$ cat src/rtl/lcd_writer.sv
// HD44780 8-bit writer: power-up wait, init command sequence, then a full
// two-line 32-character refresh each time buffer_ready rises.
module lcd_writer #(
    parameter int unsigned POWERUP_WAIT = 1500000,
    parameter int unsigned SETUP_CYC    = 4,
    parameter int unsigned E_PULSE      = 50,
    parameter int unsigned CMD_WAIT     = 4000,
    parameter int unsigned CLEAR_WAIT   = 164000
) (
    input  logic       clk,
    input  logic       rst_n,
    input  logic       buffer_ready,
    input  logic [7:0] char_in,
    output logic [5:0] sel,
    output logic       lcd_rs,
    output logic       lcd_rw,
    output logic       lcd_e,
    output logic [7:0] lcd_db,
    output logic       busy
);

    localparam int unsigned MAX_A   = (POWERUP_WAIT > SETUP_CYC) ? POWERUP_WAIT : SETUP_CYC;
    localparam int unsigned MAX_B   = (E_PULSE > CMD_WAIT) ? E_PULSE : CMD_WAIT;
    localparam int unsigned MAX_AB  = (MAX_A > MAX_B) ? MAX_A : MAX_B;
    localparam int unsigned MAX_ALL = (MAX_AB > CLEAR_WAIT) ? MAX_AB : CLEAR_WAIT;
    localparam int unsigned CW      = $clog2(MAX_ALL + 1);

    localparam logic [CW-1:0] PWR_LAST   = CW'(POWERUP_WAIT - 1);
    localparam logic [CW-1:0] SETUP_LAST = CW'(SETUP_CYC - 1);
    localparam logic [CW-1:0] EHIGH_LAST = CW'(E_PULSE - 1);
    localparam logic [CW-1:0] CMD_LAST   = CW'(CMD_WAIT - 1);
    localparam logic [CW-1:0] CLR_LAST   = CW'(CLEAR_WAIT - 1);

    typedef enum logic [2:0] {
        S_PWRUP, S_INIT, S_IDLE, S_ADDR1, S_LINE1, S_ADDR2, S_LINE2
    } state_t;

    typedef enum logic [1:0] {
        P_FETCH, P_SETUP, P_EHIGH, P_WAIT
    } phase_t;

    state_t        state_q;
    phase_t        phase_q;
    logic [CW-1:0] cnt_q;
    logic [2:0]    init_idx_q;
    logic [5:0]    sel_q;
    logic          rs_q;
    logic          e_q;
    logic [7:0]    db_q;
    logic          busy_q;
    logic          clr_q;
    logic          req_q;
    logic          br_prev_q;

    logic          br_rise;
    logic          take_req;
    logic          req_d;
    logic [CW-1:0] wait_last;

    function automatic logic [7:0] init_cmd(input logic [2:0] idx);
        case (idx)
            3'd0, 3'd1, 3'd2: return 8'h38;
            3'd3:             return 8'h0C;
            3'd4:             return 8'h06;
            default:          return 8'h01;
        endcase
    endfunction

    // A rising edge arriving in the same cycle IDLE consumes req re-arms it,
    // so that request is served by one further refresh.
    assign br_rise   = buffer_ready & ~br_prev_q;
    assign take_req  = (state_q == S_IDLE) && req_q;
    assign req_d     = (req_q & ~take_req) | br_rise;
    assign wait_last = clr_q ? CLR_LAST : CMD_LAST;

    always_ff @(posedge clk or negedge rst_n) begin
        if (!rst_n) begin
            state_q    <= S_PWRUP;
            phase_q    <= P_SETUP;
            cnt_q      <= '0;
            init_idx_q <= '0;
            sel_q      <= '0;
            rs_q       <= 1'b0;
            e_q        <= 1'b0;
            db_q       <= '0;
            busy_q     <= 1'b1;
            clr_q      <= 1'b0;
            req_q      <= 1'b0;
            br_prev_q  <= 1'b0;
        end else begin
            br_prev_q <= buffer_ready;
            req_q     <= req_d;
            case (state_q)
                S_PWRUP: begin
                    if (cnt_q == PWR_LAST) begin
                        state_q    <= S_INIT;
                        phase_q    <= P_SETUP;
                        cnt_q      <= '0;
                        init_idx_q <= '0;
                        rs_q       <= 1'b0;
                        db_q       <= init_cmd(3'd0);
                        clr_q      <= 1'b0;
                    end else begin
                        cnt_q <= cnt_q + 1'b1;
                    end
                end
                S_IDLE: begin
                    if (req_q) begin
                        state_q <= S_ADDR1;
                        busy_q  <= 1'b1;
                        phase_q <= P_SETUP;
                        cnt_q   <= '0;
                        rs_q    <= 1'b0;
                        db_q    <= 8'h80;
                        clr_q   <= 1'b0;
                    end
                end
                default: begin
                    case (phase_q)
                        P_FETCH: begin
                            db_q    <= char_in;
                            rs_q    <= 1'b1;
                            clr_q   <= 1'b0;
                            phase_q <= P_SETUP;
                            cnt_q   <= '0;
                        end
                        P_SETUP: begin
                            if (cnt_q == SETUP_LAST) begin
                                e_q     <= 1'b1;
                                phase_q <= P_EHIGH;
                                cnt_q   <= '0;
                            end else begin
                                cnt_q <= cnt_q + 1'b1;
                            end
                        end
                        P_EHIGH: begin
                            if (cnt_q == EHIGH_LAST) begin
                                e_q     <= 1'b0;
                                phase_q <= P_WAIT;
                                cnt_q   <= '0;
                            end else begin
                                cnt_q <= cnt_q + 1'b1;
                            end
                        end
                        P_WAIT: begin
                            if (cnt_q == wait_last) begin
                                cnt_q <= '0;
                                // Write finished: choose the next write or return to IDLE
                                case (state_q)
                                    S_INIT: begin
                                        if (init_idx_q == 3'd5) begin
                                            state_q <= S_IDLE;
                                            busy_q  <= 1'b0;
                                        end else begin
                                            init_idx_q <= init_idx_q + 3'd1;
                                            db_q       <= init_cmd(init_idx_q + 3'd1);
                                            clr_q      <= (init_cmd(init_idx_q + 3'd1) == 8'h01);
                                            rs_q       <= 1'b0;
                                            phase_q    <= P_SETUP;
                                        end
                                    end
                                    S_ADDR1: begin
                                        state_q <= S_LINE1;
                                        phase_q <= P_FETCH;
                                    end
                                    S_LINE1: begin
                                        if (sel_q == 6'd15) begin
                                            sel_q   <= 6'd16;
                                            state_q <= S_ADDR2;
                                            rs_q    <= 1'b0;
                                            db_q    <= 8'hC0;
                                            clr_q   <= 1'b0;
                                            phase_q <= P_SETUP;
                                        end else begin
                                            sel_q   <= sel_q + 6'd1;
                                            phase_q <= P_FETCH;
                                        end
                                    end
                                    S_ADDR2: begin
                                        state_q <= S_LINE2;
                                        phase_q <= P_FETCH;
                                    end
                                    S_LINE2: begin
                                        if (sel_q == 6'd31) begin
                                            sel_q   <= '0;
                                            state_q <= S_IDLE;
                                            busy_q  <= 1'b0;
                                        end else begin
                                            sel_q   <= sel_q + 6'd1;
                                            phase_q <= P_FETCH;
                                        end
                                    end
                                    default: begin
                                        state_q <= S_IDLE;
                                        busy_q  <= 1'b0;
                                    end
                                endcase
                            end else begin
                                cnt_q <= cnt_q + 1'b1;
                            end
                        end
                    endcase
                end
            endcase
        end
    end

    assign sel    = sel_q;
    assign lcd_rs = rs_q;
    assign lcd_rw = 1'b0;
    assign lcd_e  = e_q;
    assign lcd_db = db_q;
    assign busy   = busy_q;

endmodule

$ cat config.mk
export PLATFORM = sky130hd
export DESIGN_NAME = lcd_writer
export DESIGN_NICKNAME = d
export VERILOG_FILES = /design/src/rtl/lcd_writer.sv
export SDC_FILE = /design/constraint.sdc
export NUM_CORES = 1
export LEC_CHECK = 0
export CAP_MARGIN = 20
export CORE_UTILIZATION = 30
export DETAILED_ROUTE_END_ITERATION = 16
export GPL_ROUTABILITY_DRIVEN = 0
export SYNTH_ARGS = -nofsm -noshare
export SYNTH_HDL_FRONTEND = slang
export SYNTH_SLANG_ARGS = --single-unit
$ cat constraint.sdc
create_clock -name clk -period 6.6 [get_ports clk]
set_input_delay 0.99 -clock clk [delete_from_list [all_inputs] [get_ports clk]]
set_output_delay 0.99 -clock clk [all_outputs]
set_load 0.1 [all_outputs]
After elaboration in Yosys (flattened, before gate mapping)
Index checks and enable logic that the tools add are counted.

cells by class
  add/sub/neg operators = 3
  bitwise gates (word level) = 8
  mux-type cells = 73
  eq/ne operators = 40
  reductions and logical operators = 25

operators by type and width
  cell                                                  count
  2-to-1 mux 21 bit                                     5
  one-hot mux 21 bit (4 select lines)                   1
  2-to-1 mux 8 bit                                      9
  one-hot mux 8 bit (2 select lines)                    3
  one-hot mux 21 bit (2 select lines)                   1
  2-to-1 mux 3 bit                                      12
  adder 21 x 1 -> 21 bit, second input constant         1
  equality test 21 x 18 -> 1 bit                        1
  equality test 21 x 2 -> 1 bit, second input constant  1
  equality test 21 bit, second input constant           1
  equality test 21 x 6 -> 1 bit, second input constant  1
  AND reduction 7 bit                                   3
  != test 4 bit, second input constant                  5
  2-to-1 mux 18 bit                                     1
  one-hot mux 6 bit (3 select lines)                    1
  one-hot mux 1 bit (2 select lines)                    8
  one-hot mux 2 bit (4 select lines)                    2
  equality test 3 bit, second input constant            5
  2-to-1 mux 1 bit                                      15
  != test 5 bit, second input constant                  3
  one-hot mux 3 bit (5 select lines)                    1
  2-to-1 mux 2 bit                                      7
  nonzero test 2 bit                                    7
  equality test 3 x 2 -> 1 bit, second input constant   4
  32 further kinds                                      51

storage, ports and cells
  logic and storage cells = 161
  output and inout bits = 18
  input bits = 11
  register bits = 49

Logic depth before layout (Yosys ltp)
  depth in word-level cells = 15
  gate-level depth with buffers = 9
  mapped depth without buffers = 8

Least setup slack after synthesis
OpenSTA, ideal clock, no wires.

  kind = reg2reg
  from = register cnt_q[0]
  to = register db_q[3] (netlist: lcd_db[3])
  stages on the path, launching flop included = 8
  library setup time = 0.120 ns
  setup slack = 3.835 ns
  clock period less this slack = 2.765 ns
  buffers on the path = 0
  arrival time = 2.645 ns
  required time = 6.480 ns
  cell sequence = dfrtp_1 > ha_1 > nand3_2 > or3b_1 > or4_1 > a311o_1 > or4_1 > o21a_1

on the way
  word-level cells in the longest chain between the ends = 3
  elaborated cells between the ends (all ways) = 5
  classes of those cells = eq/ne (4); reduce/logical (1)

ends and longest elaborated chain
  element                                                                          line     source
  start: declaration                                                               44       logic [CW-1:0] cnt_q;
  start signal: assignment                                                         104      cnt_q <= cnt_q + 1'b1;
  start signal: assignment                                                         133      cnt_q <= cnt_q + 1'b1;
  start signal: assignment                                                         142      cnt_q <= cnt_q + 1'b1;
  equality test 21 x 18 -> 1 bit / equality test 21 bit (equally long branches)    146, 95
  != test 4 x 3 -> 1 bit (no source line) / != test 2 bit (equally long branches)  --
  AND reduction 7 bit (no source line) *                                           --
  end signal: assignment                                                           101      db_q <= init_cmd(3'd0);
  end signal: assignment                                                           121      db_q <= char_in;
  end signal: assignment                                                           156      db_q <= init_cmd(init_idx_q + 3'd1);
  end: declaration                                                                 49       logic [7:0] db_q;

Mark *: on every way between the ends. The rest lies on a longest branch, timed or not.
A chain may end at the register's enable or synchronous reset.

Worst setup path after layout
  from = register cnt_q[0]
  to = register cnt_q[3]

on the way
  word-level cells in the longest chain between the ends = 4
  elaborated cells between the ends (all ways) = 11
  classes of those cells = add/sub (1); eq/ne (4); mux (6)

ends and longest elaborated chain
  element                                               line           source
  adder 21 x 1 -> 21 bit, or another cell as far along  --
  2-to-1 mux 21 bit (on tied branches)                  146, 128, 137
  one-hot mux 21 bit (4 select lines)                   119            case (phase_q)
  one-hot mux 21 bit (2 select lines) *                 93             case (state_q)

Marks and branches as above.

==> reports/metrics.cfg <==
[worst_setup_path]
r2r_end=cnt_q[3]
crit_arrival_ns=3.34
cp.required_ns=6.73
critPathMaxFanout=17
crit_type=flop to flop
crit_path_end_kind=flop
regToRegStartpoint=cnt_q[0]
ff2ff_path_depth=7
startpoint_type=flop
r2r_slack_ns=3.39

[yosys]
seq_area_frac_synth_pct=42.0
syn_nets=343
yosysWarnings=0
synth_mux_area_share_pct=5.56
ys_types=56
synthXorXnorAreaFrac_pct=5.99
post-synth-top-area-fraction_pct=40.2
synth_top_family_by_area=simple AND/OR/NAND/NOR gates
synth.area.top_cells=dfrtp_1 (40%), ha_1 (6.0%), nor2_1 (5.5%)
synthSimpleGateAreaFrac_pct=25.0
yosys.area_share.adder_pct=5.99
syn_area_sq_um=2930
synth_edf_count=0
synth_compound_gate_area_share_pct=11.5
async_reset_ff_share_pct=100
synthFlopType=dfrtp_1
syn_inst=318
synth_top_area_cell=dfrtp_1
ys_ff_latch=49
syn_area_per_cell_sq_um=9.20

[power]
irDropWorstVdd_mv=0.0789
powerDensity_nw_per_um2=145
p_leak_nw=1.39
power.total_mw=0.491

[job]
cap_violations=0

[floorplanning]
rows=35
die_height_um=101
fp.coreArea_sq_um=9330
die-area_sq_um=10200
dieWidth_um=101
ios=29
start_util_pct=31.4

[hold_path]
hold_depth=1
hold_class=flop to flop
hp-start=br_prev_q
hold_end=req_q

[clock_network]
numCtsBuffers=5
hold_buffers=0
cts_tree=done
ctsHtreeMaxLevel=2
postCtsSetupBuffers=0
clockBufferDepth=2
clkLatencyLatePin_ns=0.30
clock-sinks=49
clkTransAtPathRegs_ns=0.10
cts_resized=0
root_buffer=clkbuf_8

[placed_design]
postPlaceCellArea_sq_um=3310
io_buffer_count=27
dp_hpwl_mm=4.64

[sta]
setup_viol=0
whs_ns=0.440
finalCritPeriodShare_pct=48.6
max_freq_mhz=312
setup_tns_ns=0
fin_crit_ns=3.21
slew_headroom_pct=31.8
worst_slew_pin_slew_ns=1.02
hold_violations=0
finalClockSkew_ns=0.0102
maxSlewViolCount=0
grt_setup_unrepaired=no

[route]
vias=2374
drc_errors=0
wl_per_cell_um=13.5
postRouteAntennaNets=0
wl_mm=6.36
drt_first_pass_iters=5
drt_iter0_drc=120
via_per_inst=5.03

[cells_and_area]
final_cell_mix=dfrtp_1 (47), nor2_1 (43), clkdlybuf4s50_1 (26), nand2_1 (22)
finalInstanceArea_sq_um=3400
drive_gt1_share_pct=6.71
final_common_cell=dfrtp_1
final_core_util_pct=36.4
fin_nets=367
syn_to_final_growth_pct=16.2
diodes=0

[grt]
overflow=0
grt_pass1_wl_mm=10.8
antenna_found_initial=0
grt_max_degree=50
grt_pass1_vias=2244
gr-usage-all-layers_pct=13.5

[run_status]
status=finished, final reports clean

==> final cells by class <==
cell class / instances / area (sq um)
inverter: 17 / 63.8
fill: 954 / 5930
multi-input combinational: 241 / 1590
clock inverter: 3 / 17.5
clock buffer: 5 / 68.8
tap: 129 / 161
sequential: 49 / 1230
timing repair buffer: 28 / 273
==> critical path: stages (launching register included) <==
cell and delay [ns]:
dfrtp_1 0.42, ha_1 0.29, nand3_2 0.13, or3b_1 0.39, nor4_2 0.52, o32ai_1 0.28
nor3_2 0.86, o32ai_1 0.16
==> power breakdown <==
part	switching, mW	internal (mW)
registers	0.0000503	0.300
logic	0.00937	0.00542
clock network	0.103	0.0734
total	0.112	0.379
==> metrics by stage <==
stage	worst slack (ns)	instances
after global placement	3.48	464
after CTS	3.35	472
after floorplan	3.83	318
final	3.39	472
after detailed placement	3.38	464
after global routing	3.10	472
==> registers in the layout (all words and copies together), names as in the netlist, 2 cells and up <==
| register | count |
|---|---|
| init_idx_q | 3 |
| lcd_db | 8 |
| state_q | 3 |
| sel | 6 |
| cnt_q | 21 |
| phase_q | 2 |
==> per-layer routing <==
metal | share of wire (%) | vias to the layer above | global-route usage, %
li1 | - | 1174 | -
met2 | 45 | 40 | 21.0
met4 | 2.1 | 0 | 5.46
met5 | 0 | - | 0
met3 | 3.0 | 11 | 2.64
met1 | 50 | 1149 | 18.3
==> worst max path at each step <==
stage	startpoint	end	slack, ns	cells past startpoint
final	cnt_q[0]	cnt_q[3]	3.39	7
after global routing	cnt_q[0]	cnt_q[3]	3.10	7
after CTS	cnt_q[0]	cnt_q[3]	3.35	7
after detailed placement	cnt_q[0]	cnt_q[3]	3.38	7
after global placement	cnt_q[0]	cnt_q[3]	3.48	7
after floorplan	cnt_q[0]	lcd_db[3]	3.83	7
==> synthesized netlist by cell type (6+ instances only) <==
cell and count:
nand3_1 17, ha_1 14, o21ai_0 16, nand2_1 22, clkbuf_1 7, mux2_1 6
nor3_1 13, dfrtp_1 47, a21oi_1 7, inv_1 17, xor2_1 13, xnor2_1 7
nand4_1 8, nor2_1 43
==> kinds of logic after synthesis <==
| logic type | count (synthesis) |
|---|---|
| AND/OR/NAND/NOR | 140 |
| AO/OA/AOI/OAI | 51 |
| flip-flops | 49 |
| buffers and inverters | 28 |
| XOR/XNOR | 20 |
| multiplexers | 15 |
| adder cells (fa/ha/maj) | 14 |
| other | 1 |
(Power assumes the default switching activity.)
